===== config.mk =====
export PLATFORM = sky130hd
export DESIGN_NAME = hazard_unit
export DESIGN_NICKNAME = d
export VERILOG_FILES = /design/src/rtl/hazard_unit.sv
export SDC_FILE = /design/constraint.sdc
export NUM_CORES = 1
export LEC_CHECK = 0
export ABC_AREA = 1
export CAP_MARGIN = 30
export CORE_MARGIN = 4
export CORE_UTILIZATION = 42
export CTS_CLUSTER_DIAMETER = 150
export CTS_CLUSTER_SIZE = 40
export DETAILED_ROUTE_END_ITERATION = 10
export DONT_BUFFER_PORTS = 1
export PLACE_DENSITY = 0.64
export SETUP_SLACK_MARGIN = 0.02
export SLEW_MARGIN = 25
export SYNTH_ARGS = -nofsm -noshare
export SYNTH_HDL_FRONTEND = slang
export SYNTH_SLANG_ARGS = --single-unit

===== constraint.sdc =====
create_clock -name clk -period 1.5 [get_ports clk]
set_input_delay 0.15 -clock clk [delete_from_list [all_inputs] [get_ports clk]]
set_output_delay 0.15 -clock clk [all_outputs]
set_load 0.02 [all_outputs]

===== src/rtl/hazard_unit.sv =====
// hazard_unit - pipeline hazard controller for the five-stage MIPS core.
//
// Tracks register writes in flight (EX, MEM, WB) in a three-slot scoreboard,
// reports read-after-write conflicts for the ID instruction's sources as a
// 2-bit pause code, converts the decoder's pause request into PC/IF-ID hold
// and ID/EX bubble controls, flushes IF/ID on redirect and counts stall
// cycles.
//
// Build option: define HAZARD_FORWARD_EN to enable EX/MEM/WB bypassing.
// Only load-use hazards then pause the pipe, and fwd_a_sel/fwd_b_sel exist.
//
// Ports:
//   clk, rst            core clock, synchronous active-high reset
//   id_valid            ID stage holds a real instruction
//   id_rs, id_rt        ID source registers
//   id_we, id_wreg      ID instruction writes register id_wreg
//   id_is_load          ID instruction is a load
//   pause_req           decoder confirms it reads a conflicting source
//   redirect            ID resolved a taken branch/jump
//   pause_code          {rt hazard, rs hazard} to the decoder
//   pc_hold, ifid_hold  freeze PC and IF/ID
//   idex_bubble         load a NOP into ID/EX
//   ifid_flush          replace IF/ID with a NOP
//   fwd_a_sel/fwd_b_sel 00 regfile, 01 EX, 10 MEM, 11 WB (forwarding build)
//   stall_cnt           saturating stall-cycle count
module hazard_unit #(
  parameter int CNT_W = 16
) (
  input  logic             clk,
  input  logic             rst,
  input  logic             id_valid,
  input  logic [4:0]       id_rs,
  input  logic [4:0]       id_rt,
  input  logic             id_we,
  input  logic [4:0]       id_wreg,
  input  logic             id_is_load,
  input  logic             pause_req,
  input  logic             redirect,
  output logic [1:0]       pause_code,
  output logic             pc_hold,
  output logic             ifid_hold,
  output logic             idex_bubble,
  output logic             ifid_flush,
`ifdef HAZARD_FORWARD_EN
  output logic [1:0]       fwd_a_sel,
  output logic [1:0]       fwd_b_sel,
`endif
  output logic [CNT_W-1:0] stall_cnt
);

  typedef struct packed {
    logic       v;
    logic [4:0] r;
    logic       ld;
  } slot_t;

  slot_t            ex_q, ex_d;
  slot_t            mem_q, mem_d;
  slot_t            wb_q, wb_d;
  logic [CNT_W-1:0] stall_cnt_q, stall_cnt_d;

  logic haz_rs, haz_rt;
  logic stall;

  // Register 0 is hard-wired, so it never creates a dependency.
  function automatic logic hit(input slot_t s, input logic [4:0] r);
    return s.v && (s.r == r) && (r != 5'd0);
  endfunction

`ifdef HAZARD_FORWARD_EN
  // A load sitting in EX has no result yet; the load-use stall covers it,
  // so it is skipped and never yields the EX select.
  function automatic logic [1:0] fwd_sel(input slot_t ex, input slot_t mem,
                                         input slot_t wb, input logic [4:0] r);
    if (hit(ex, r) && !ex.ld) return 2'b01;
    else if (hit(mem, r))     return 2'b10;
    else if (hit(wb, r))      return 2'b11;
    else                      return 2'b00;
  endfunction
`endif

  always_comb begin
`ifdef HAZARD_FORWARD_EN
    haz_rs = hit(ex_q, id_rs) && ex_q.ld;
    haz_rt = hit(ex_q, id_rt) && ex_q.ld;
`else
    // The register file writes at the end of WB with no internal bypass,
    // so any in-flight writer blocks the read until it retires.
    haz_rs = hit(ex_q, id_rs) || hit(mem_q, id_rs) || hit(wb_q, id_rs);
    haz_rt = hit(ex_q, id_rt) || hit(mem_q, id_rt) || hit(wb_q, id_rt);
`endif
    pause_code = {haz_rt, haz_rs};
  end

  always_comb begin
    stall       = id_valid && pause_req;
    pc_hold     = stall;
    ifid_hold   = stall;
    idex_bubble = stall;
    // A stalled branch re-resolves next cycle with fresh operands.
    ifid_flush  = redirect && !stall;
  end

`ifdef HAZARD_FORWARD_EN
  always_comb begin
    fwd_a_sel = fwd_sel(ex_q, mem_q, wb_q, id_rs);
    fwd_b_sel = fwd_sel(ex_q, mem_q, wb_q, id_rt);
  end
`endif

  always_comb begin
    ex_d = '0;
    if (id_valid && id_we && (id_wreg != 5'd0) && !stall && !ifid_flush) begin
      ex_d = {1'b1, id_wreg, id_is_load};
    end
    mem_d = ex_q;
    wb_d  = mem_q;

    stall_cnt_d = stall_cnt_q;
    if (stall && (stall_cnt_q != {CNT_W{1'b1}})) begin
      stall_cnt_d = stall_cnt_q + CNT_W'(1);
    end
  end

  always_ff @(posedge clk) begin
    if (rst) begin
      ex_q        <= '0;
      mem_q       <= '0;
      wb_q        <= '0;
      stall_cnt_q <= '0;
    end else begin
      ex_q        <= ex_d;
      mem_q       <= mem_d;
      wb_q        <= wb_d;
      stall_cnt_q <= stall_cnt_d;
    end
  end

  assign stall_cnt = stall_cnt_q;

  // Load flags are carried down the scoreboard for visibility but only the
  // EX copy matters, and only when bypassing is built in.
  logic sb_unused;
`ifdef HAZARD_FORWARD_EN
  assign sb_unused = ^{mem_q.ld, wb_q.ld};
`else
  assign sb_unused = ^{ex_q.ld, mem_q.ld, wb_q.ld};
`endif

endmodule


* Word-level counts from Yosys, hierarchy flattened
Index checks and enable logic that the tools add are counted.
W data, S select, Z words.
** Storage, ports and cells
- Word-level logic and storage cells :: 46
- Bits in latches :: 0
- Memories :: 0
- Bits in writable memories :: 0
- Flip-flop bits (word level) :: 34
- Bits in read-only memories :: 0
- Input port bits :: 22
- Output and inout port bits :: 22
** Cells by class
- Mux-type cells :: 1
- Shift operators :: 0
- Reductions and logical operators :: 29
- $lt $le $gt $ge :: 0
- Bitwise gates (word level) :: 1
- Multipliers :: 0
- Div/mod/pow operators :: 0
- Add/subtract/negate cells :: 1
- Equality and inequality tests :: 7
** Operators by type and width (number)
- $eq A5 B5 Y1 :: 6
- $logic_and A1 B1 Y1 :: 19
- $add A16 B1 Y16 const B :: 1
- $ne A16 B16 Y1 const B :: 1
- $reduce_bool A5 Y1 :: 3
- $mux W7 :: 1
- $logic_or A1 B1 Y1 :: 4
- $logic_not A1 Y1 :: 2
- $reduce_or A2 Y1 :: 1
- $not A1 Y1 :: 1

* Logic depth before layout (Yosys ltp)
- Depth in word-level cells :: 7
- Depth in mapped cells :: 9
- Mapped depth without buffers :: 9

* Least setup slack after synthesis
No wires, ideal clock.
- Kind :: register to register
- Start :: reg stall_cnt_q[1], in the netlist stall_cnt[1]
- End :: reg stall_cnt_q[4], in the netlist stall_cnt[4]
- Arrival :: 1403 ps
- Stages on the path, launching flop included :: 8
- Required time :: 1385 ps
- Buffers on the path :: 1
- Path slack :: -18 ps
- Clock period less this slack :: 1518 ps
- Setup time :: 115 ps
- Cells stage by stage :: dfxtp_1 ha_1 nand3_2 nor2_4 nand3_2 buf_6 a21oi_1 nor2_1
** Between the ends
- Longest elaborated chain between the ends :: 2
- Elaborated cells between the ends (all ways) :: 3
- Those cells by class :: add/sub: 1; eq/ne: 1; reduce/logical: 1
** RTL lines
- start: declaration :: RTL line 60 : logic [CNT_W-1:0] stall_cnt_q, stall_cnt_d;
- start signal: assignment :: RTL line 135 : stall_cnt_q <= stall_cnt_d;
- parallel branches: the longest is 2 deep, another holds $add A16 B1 Y16
Parallel ways; which one is timed is not known.
A chain may end at the register's enable or synchronous reset.

* Final worst setup path
- Start :: reg stall_cnt_q[1], in the netlist stall_cnt[1]
- End :: reg stall_cnt_q[8], in the netlist stall_cnt[8]
The elaborated chain is that of the path after synthesis.

==> reports/metrics.csv <==
metric;value;unit
Wirelength per Cell;13.4;µm
Slew @ Worst Pin;623;ps
Tmin final;1420;ps
final wirelength;5490;µm
PwrDens;718;nW/µm²
TNS Setup;0;ps
drt pass-1 iters;5;
clk buf depth;2;
Critical Path End Type;flip-flop;
status;complete, no violations;
Hold WS;161;ps
crit path to;stall_cnt[8];
total core area;4500;µm²
cell chain of the critical path;ha_2 -> nand3_4 -> nor2_4 -> nand2_1 -> o21ai_0 -> nand2_1 -> nor2_1;
MaxCap Viol Count;0;
clk slew on worst S/H paths;80;ps
post-synth top area share;33.7;%
grt total ovfl;0;
post-synth cell types;22;
Clock Latency Late Sink;290;ps
gp weighted congestion;0.891;
Mapped Nets;354;
vias in the first global route;1876;
RSZ-0062 raised after global routing;yes;
post-layout util;53.5;%
largest net degree at the start of global routing;17;
I/O pins;44;
initial antenna violation count;0;
Seq/Total Area, Yosys;33.7;%
Antenna Cells;0;
cells after synthesis;331;
most frequent CP cell;nand2_1;
Post-DRT Antenna Nets;0;
layout cell share with drive strength beyond 1;18.9;%
CP startpoint kind;flip-flop;
die footprint;5980;µm²
cell row count;24;
post-DP HPWL;4120;µm
Critical Path RT;1730;ps
area delta synth->final;19.4;%
TritonCTS Sinks;34;
Synth Area per Inst;6.10;µm²
Leakage;0.00106;µW
CP max stage cell;dfxtp_2;
Mapped Area;2020;µm²
total global-route track usage;18.8;%
gr busiest metal;met2;
GR Layer Usage met2;28.8;%
worst setup path class;reg2reg;
fmax;706;MHz
Slew HR;58.3;%
Starting Density;44.8;%
Slew Viols, Final;0;
Reg-to-Reg End;stall_cnt[8];
# H-tree levels;2;
Yosys reg bits;34;
Placement Setup Slack;9.97;ps
nets@finish;382;
Setup WS post-layout;82.8;ps
DRC;0;
worst-path maximum fanout;5;
I/O Buffers;0;
die width;77.3;µm
VDD IR max;0.387;mV
area leader, netlist;dfxtp_1;
CTS Root Cell;clkbuf_8;
critical path arrival;1650;ps
FF-to-FF Start;stall_cnt[1];
Clock Skews;9.63;ps
flop-to-flop setup slack;80;ps
FF-to-FF path depth;7;
Syn. warnings;0;
final cycle utilization of the critical path;94.5;%
min-delay worst type;in2reg;
final setup fails;0;
CTS tree;done;
floorplan die height;77.3;µm
met1 usage;25.9;%
via count;2082;
first-pass GRT wire length;9040;µm
crit path launch;stall_cnt[1];
final hold vios;0;
Initial DRC Count;207;
Area contributors post-synth;dfxtp_1 34%, nand2_1 15%, nor2_1 14%;
GRT met3 Usage;4.57;%
CTS buffer count;5;
number of vias per cell;5.07;
CP max stage delay;340;ps
critical path: cells and delay by family, from the launching register on:
kind	cells	cell delay, ps
AOI/OAI and AO/OA	1	220
adders and majority gates	1	220
DFF	1	340
and+or+nand+nor	5	570
placed cells by master (no fill, tap or decap), types with 6 or more instances in the layout:
cell type and count:
a21oi_1 13, buf_4 23, dfxtp_1 22, dfxtp_2 11, dlygate4sd3_1 6, inv_1 44, nand2_1 77, nand3_1 19
nand4_1 7, nor2_1 70, nor3_1 6, o21ai_0 14
sequential cells by signal, indices dropped and copies added (netlist names):
register	flops
stall_cnt	16
mem_q	6
wb_q	6
ex_q	6
layout make-up:
| cell class | count | area (µm²) |
|---|---|---|
| tap | 52 | 65.1 |
| sequential | 34 | 698 |
| inverter | 49 | 184 |
| timing repair buffer | 29 | 233 |
| multi-input combinational | 240 | 1150 |
| clock buffer | 5 | 68.8 |
| clock inverter | 2 | 10.0 |
| fill | 472 | 2090 |
synthesized netlist by cell type, drive strengths merged:
cell type / n
a21oi: 13
and2: 1
buf: 6
clkbuf: 2
dfxtp: 34
ha: 1
inv: 49
nand2: 82
nand3: 24
nand4: 7
nor2: 79
nor3: 7
o21ai: 16
o21bai: 1
o22ai: 4
xor2: 5
how the worst min path moves through the flow:
stage | startpoint | end | cells after the start
after floorplan | id_wreg[2] | ex_q[3] | 2
after global placement | rst | stall_cnt[2] | 1
after detailed placement | rst | stall_cnt[2] | 1
after CTS | rst | ex_q[3] | 3
after global routing | rst | ex_q[5] | 3
final | pause_req | ex_q[4] | 3
power by group:
part           leakage [µW]  internal, µW  switching, µW
combinational      0.000739          57.8           95.9
sequential         0.000281           910           6.23
clock             0.0000438           312            348
logic make-up after synthesis:
group | count (synthesis) | share of synthesized area, %
adders and majority gates | 1 | 0.620
AOI/OAI and AO/OA | 34 | 8.80
and+or+nand+nor | 200 | 42.6
xor gates and xnor gates | 5 | 2.17
DFF | 34 | 33.7
buffers and inverters | 57 | 12.1
stage by stage:
stage / power (µW) / instance area (µm²) / std cells
after floorplan: 1040 / 2020 / 331
after global placement: 1060 / 2190 / 397
after detailed placement: 1070 / 2190 / 397
after CTS: 1740 / 2340 / 410
after global routing: 1800 / 2410 / 411
final: 1730 / 2410 / 411
repair_timing:
item	in CTS	in global routing
buffers inserted	0	1
pin swaps	0	9
resized for setup	4	27
hold endpoints to repair	21	0
endpoints found under the setup margin	8	15
hold buffers	6	0
layer usage:
layer	vias up	part of all wire (%)
met5	-	0
met4	0	0.73
met3	4	7.1
met2	66	46
met1	929	47
li1	1083	-
Note: power is estimated with default switching activity, not from simulation.
